### config.mk
export PLATFORM = sky130hd
export DESIGN_NAME = fan_speed_sequencer
export DESIGN_NICKNAME = d
export VERILOG_FILES = /design/src/rtl/fan_pkg.sv /design/src/rtl/duty_ramp.sv /design/src/rtl/fan_speed_sequencer.sv
export SDC_FILE = /design/constraint.sdc
export NUM_CORES = 1
export LEC_CHECK = 0
export ABC_AREA = 1
export CAP_MARGIN = 0
export CORE_ASPECT_RATIO = 0.75
export CORE_MARGIN = 3
export CORE_UTILIZATION = 55
export DETAILED_ROUTE_END_ITERATION = 8
export HOLD_SLACK_MARGIN = 0.02
export MAX_ROUTING_LAYER = met4
export PLACE_DENSITY = 0.77
export SLEW_MARGIN = 30
export SYNTH_ARGS = -nofsm -noshare
export SYNTH_HDL_FRONTEND = slang
export SYNTH_SLANG_ARGS = --single-unit
### constraint.sdc
create_clock -name clk -period 2.7 [get_ports clk]
set_input_delay 0.27 -clock clk [delete_from_list [all_inputs] [get_ports clk]]
set_output_delay 0.27 -clock clk [all_outputs]
set_load 0.01 [all_outputs]
### src/rtl/fan_pkg.sv
// fan_pkg: shared mode encodings and level-to-duty table for the fan sequencer
package fan_pkg;
  localparam int LW = 2;
  typedef enum logic [1:0] {MODE_IDLE = 2'd0, MODE_MANUAL = 2'd1, MODE_AUTO = 2'd2} mode_t;
  localparam logic [7:0] LEVEL_DUTY [4] = '{8'd0, 8'd85, 8'd170, 8'd255};
endpackage

### src/rtl/duty_ramp.sv
// duty_ramp: soft-start ramp moving duty one LSB toward target every RAMP_DIV cycles
module duty_ramp #(
  parameter int RAMP_DIV = 100_000
) (
  input  logic       clk,
  input  logic       reset_p,
  input  logic [7:0] target,
  output logic [7:0] duty,
  output logic       ramping
);
  localparam int CW = RAMP_DIV > 1 ? $clog2(RAMP_DIV) : 1;
  logic [CW-1:0] cnt;
  assign ramping = duty != target;
  // direction is decided at each step, so a target change mid-ramp keeps the counter phase
  always_ff @(posedge clk)
    if (reset_p) begin
      duty <= '0;
      cnt  <= '0;
    end else if (!ramping) cnt <= '0;
    else if (cnt == CW'(RAMP_DIV - 1)) begin
      cnt  <= '0;
      duty <= duty < target ? duty + 8'd1 : duty - 8'd1;
    end else cnt <= cnt + 1'b1;
endmodule

### src/rtl/fan_speed_sequencer.sv
// fan_speed_sequencer: mode/level FSM with AUTO temperature hysteresis feeding a duty ramp
import fan_pkg::*;
module fan_speed_sequencer #(
  parameter int         RAMP_DIV = 100_000,
  parameter logic [7:0] T1       = 8'd24,
  parameter logic [7:0] T2       = 8'd27,
  parameter logic [7:0] T3       = 8'd30,
  parameter logic [7:0] HYST     = 8'd1
) (
  input  logic          clk,
  input  logic          reset_p,
  input  logic          btn_next,
  input  logic          btn_back,
  input  logic          btn_auto,
  input  logic          timeout,
  input  logic [7:0]    temp,
  input  logic          temp_valid,
  output logic [7:0]    duty,
  output logic [LW-1:0] level,
  output logic [1:0]    mode,
  output logic          run_e,
  output logic          ramping
);
  mode_t         st, st_n;
  logic [LW-1:0] level_n, up, hy, auto_lvl;
  logic          auto_seen, seen_n;
  assign mode  = st;
  assign run_e = duty != 8'd0;
  assign up = {1'b0, temp >= T1} + {1'b0, temp >= T2} + {1'b0, temp >= T3};
  assign hy = {1'b0, temp >= T1 - HYST} + {1'b0, temp >= T2 - HYST} + {1'b0, temp >= T3 - HYST};
  assign auto_lvl = !auto_seen || up > level ? up : (hy < level ? hy : level);
  always_ff @(posedge clk)
    if (reset_p) begin
      st        <= MODE_IDLE;
      level     <= '0;
      auto_seen <= 1'b0;
    end else begin
      st        <= st_n;
      level     <= level_n;
      auto_seen <= seen_n;
    end
  always_comb begin
    st_n    = st;
    level_n = level;
    seen_n  = auto_seen;
    if (timeout) begin
      st_n    = MODE_IDLE;
      level_n = '0;
    end else if (btn_back) begin
      if (st != MODE_IDLE) begin
        st_n    = level <= 2'd1 ? MODE_IDLE : MODE_MANUAL;
        level_n = level <= 2'd1 ? 2'd0 : level - 2'd1;
      end
    end else if (btn_next) begin
      st_n    = MODE_MANUAL;
      level_n = level == 2'd3 ? 2'd1 : level + 2'd1;
    end else if (btn_auto) begin
      st_n    = st == MODE_AUTO ? MODE_MANUAL : MODE_AUTO;
      level_n = level == 2'd0 ? 2'd1 : level;
    end else if (temp_valid && st == MODE_AUTO) begin
      level_n = auto_lvl;
      seen_n  = 1'b1;
    end
    if (st_n != MODE_AUTO) seen_n = 1'b0;
  end
  duty_ramp #(.RAMP_DIV(RAMP_DIV)) u_ramp (
    .clk    (clk),
    .reset_p(reset_p),
    .target (LEVEL_DUTY[level]),
    .duty   (duty),
    .ramping(ramping)
  );
endmodule
==> flow_metrics.tcl, run 1 <==
set metrics [dict create \
    synth.yosys.seq_area_share_pct 27.1 \
    grt_pass1_vias 1838 \
    layout.cell_area.non_filler_um2 2740 \
    critical_path.endpoint_type "flop" \
    fmaxAchievable_mhz 404 \
    timing.hold.ws_ps 450 \
    wl_per_cell_um 12.1 \
    synth.top_cell.area_share_pct 27.1 \
    fp.dieArea_um2 4840 \
    synth-edff-count 0 \
    crit_slowest_cell "sky130_fd_sc_hd__fa_1" \
    worst_path_most_repeated_cell "sky130_fd_sc_hd__nand2_1" \
    cellInternalPower_uw 750 \
    cp_slowest_stage_delay_ps 520 \
    final_max_slew_viol_count 0 \
    power_density_over_cell_area_nw_per_um2 392 \
    timing.setup.tns_ps 0 \
    finalSetupViolations 0 \
    power.ir.vdd_worst_uv 341 \
    worst_skew_pair.late_latency_ps 300 \
    layout.cells.non_filler 404 \
    drive_above_1_share_pct 12.8 \
    postSynthCellCount 310 \
    yosys.cell_types.count 39 \
    power_switching_uw 323 \
    top_level_ports 29 \
    h_tree_lvls 2 \
    synth.most_common_cell "sky130_fd_sc_hd__nand2_1" \
    post_synthesis_register_bit_count 30 \
    setup_ws_ps 222 \
    first_iter_violations 110 \
    fillerInstances 327 \
    critPathRequiredTime_ps 2940 \
    standard_cell_core_area_um2 3760 \
    dpl_worst_slack_ps -202 \
    sequential_cell_area_um2 602 \
    switching_part_of_the_total_pct 30.1 \
    max_slew_margin_pct 72.8 \
    clkPwrFrac_pct 36.5 \
    diodes 0 \
    antenna_violations_before_repair 0 \
    multi_input_area_um2 1480 \
    post_synth.cell_area_avg_um2 7.16 \
    count_of_clock_tree_sinks 30 \
    final.period_utilization_pct 91.8 \
    final_period_minus_worst_setup_slack_ps 2480 \
    max_cap_viol_count 0 \
    timing.final.hold_violations 0 \
    floorplan.initialDensity_pct 59.1 \
    outcome "finished, final reports clean" \
    area_growth_syn_to_layout_pct 23.2 \
    portBuffers 28 \
    grt_max_degree 18 \
    clock_tree.buffer_depth 2 \
    gr-total-overflow 0 \
    synthesis.nets 351 \
    dr_total_vias 2121 \
    max_slew.worst_pin.slew_ps 404 \
    final_nets 392 \
    power.combinational.fraction_pct 21.2 \
    grt_use_total_pct 22.3 \
    yosysWarnings 0 \
    min_path_type "reg -> reg" \
    chipHeight_um 61.0 \
    critical_path.startpoint_type "primary input" \
    drt_first_pass_iters 4 \
    floorplan.die.width_um 79.4 \
    finalClockSkew_ps 9.28 \
    route.antenna.remaining_nets 0 \
    dominantRegCellSynth "sky130_fd_sc_hd__dfxtp_1" \
    buffer_cell_driving_the_clock_tree_root "sky130_fd_sc_hd__clkbuf_8" \
    cp_max_fo 4 \
    cp_bufs_invs 3 \
    cell_by_cell_trace_of_the_critical_path "clkdlybuf4s50_1 -> nor3_4 -> nand2_2 -> inv_1 -> a31oi_1 -> fa_1 -> inv_1 -> ha_1 -> o21bai_1 -> nand2_2 -> nand3_1 -> nand2_1 -> nand2_1 -> nand2_1 -> nand2_1 -> nand2_1 -> nor2_1" \
    placement.cell_area_um2 2600 \
    worstSetupPathType "in -> reg" \
    drc_errors 0 \
    core.rowCount 19 \
    leakagePower_nw 1.24 \
    grt_first_pass_wirelength_um 8140 \
    cp_top_family "simple AND/OR/NAND/NOR gates" \
    cts_inserted_buffers 5 \
    p_total_mw 1.07 \
    postLayoutCoreUtil_pct 72.8 \
    synth.area.top_cells "sky130_fd_sc_hd__dfxtp_1 27%, sky130_fd_sc_hd__ha_1 13%, sky130_fd_sc_hd__nand2_1 11%" \
    async_reset_ff_share_pct 0 \
    cell_type_contributing_the_most_total_cell_area_after_synthesis "sky130_fd_sc_hd__dfxtp_1" \
    area_of_the_mapped_netlist_um2 2220 \
    place_congestion 0.926 \
    cts.clk_slew.worst_paths_ps 70 \
    detailed_route_wl_um 4870 \
    p_seq_share_pct 42.3 \
    detailed_place_hpwl_um 3710 \
    route.detailed.vias_per_inst 5.25 \
    worstPathArrival_ps 2710 \
    cts_tree "built" \
    post-place-cells 395 \
    netlist_top_cells_count "64 x sky130_fd_sc_hd__nand2_1, 38 x sky130_fd_sc_hd__nor2_1, 35 x sky130_fd_sc_hd__inv_1" \
]
flip-flops by register name, summed over array words and instances, names as in the netlist:
| register | flops |
|---|---|
| u_ramp.cnt | 17 |
| auto_seen | 1 |
| level | 2 |
| mode | 2 |
| u_ramp.duty | 8 |
kinds of logic after synthesis:
| group | Yosys count | synth area share [%] |
|---|---|---|
| buffers and inverters | 43 | 7.78 |
| flip-flops | 30 | 27.1 |
| AO/OA/AOI/OAI | 42 | 11.8 |
| XOR/XNOR | 10 | 3.95 |
| AND/OR/NAND/NOR | 159 | 33.8 |
| adder cells (fa/ha/maj) | 26 | 15.7 |
cell type report:
class,instances,area share [%]
clock buffers,6,3.02
well taps,52,2.38
inverters,40,5.49
clock inverters,2,0.457
repair buffers,37,12.7
flip-flops and latches,30,22.0
multi-input cells,237,53.9
repair_timing:
item,4_1_cts,5_1_grt
cloned,0,0
resized for setup,1,9
pin swaps,0,2
buffers inserted,0,1
setup endpoints to repair,1,7
hold buffers,0,0
hold endpoints to repair,0,0
layer usage:
layer  global-route usage (%)  vias to the layer above  wire length (um)
met3                     5.85                        5               275
met5                        -                        -                 0
met2                     31.5                       45              2050
li1                         -                     1113                 -
met4                     5.15                        0                43
met1                     31.8                      958              2500
path summary, 6_finish.rpt:
path            startpoint  slack [ps]  cells past startpoint             end
max                temp[6]         220                     17        level[0]
min          u_ramp.cnt[0]         450                      1   u_ramp.cnt[0]
max reg2reg       level[1]         240                     14  u_ramp.duty[5]
min reg2reg  u_ramp.cnt[0]         450                      1   u_ramp.cnt[0]
cells in the final DEF, fill, tap and decap left out, types with 6 or more instances in the layout:
cell / instances
sky130_fd_sc_hd__buf_4: 9
sky130_fd_sc_hd__nand2_1: 61
sky130_fd_sc_hd__ha_1: 22
sky130_fd_sc_hd__nor3_1: 8
sky130_fd_sc_hd__clkdlybuf4s50_1: 28
sky130_fd_sc_hd__nand3_1: 21
sky130_fd_sc_hd__a21oi_1: 16
sky130_fd_sc_hd__nand4_1: 6
sky130_fd_sc_hd__xor2_1: 7
sky130_fd_sc_hd__dfxtp_1: 29
sky130_fd_sc_hd__clkbuf_8: 6
sky130_fd_sc_hd__nor2_1: 37
sky130_fd_sc_hd__inv_1: 34
power by group through the flow:
stage | clock (mW) | combinational, mW | sequential, mW
after floorplan | 0 | 0.144 | 0.465
after global placement | 0 | 0.210 | 0.464
after detailed placement | 0 | 0.213 | 0.464
after CTS | 0.399 | 0.215 | 0.454
after global routing | 0.415 | 0.257 | 0.455
final | 0.391 | 0.228 | 0.454
worst reg2reg max path: stages, from the launching register on:
cell and delay, ps:
sky130_fd_sc_hd__dfxtp_2 360, sky130_fd_sc_hd__inv_1 110, sky130_fd_sc_hd__ha_1 310, sky130_fd_sc_hd__a21oi_1 160, sky130_fd_sc_hd__nor2_1 60, sky130_fd_sc_hd__nor2_2 150
sky130_fd_sc_hd__nand2_4 110, sky130_fd_sc_hd__ha_2 320, sky130_fd_sc_hd__a21oi_1 150, sky130_fd_sc_hd__nand2_1 120, sky130_fd_sc_hd__nand3_1 90, sky130_fd_sc_hd__nand3_1 80
sky130_fd_sc_hd__xor2_1 150, sky130_fd_sc_hd__nor2_1 110, sky130_fd_sc_hd__nor2_1 50
No activity file was read; power rests on OpenSTA's default activity.
==> inputs of run 2 (changes only) <==
CAP_MARGIN = 20   (was 0)
==> results of run 2 <==
No change in the layout: final DEF, timing and power equal those of run 1.
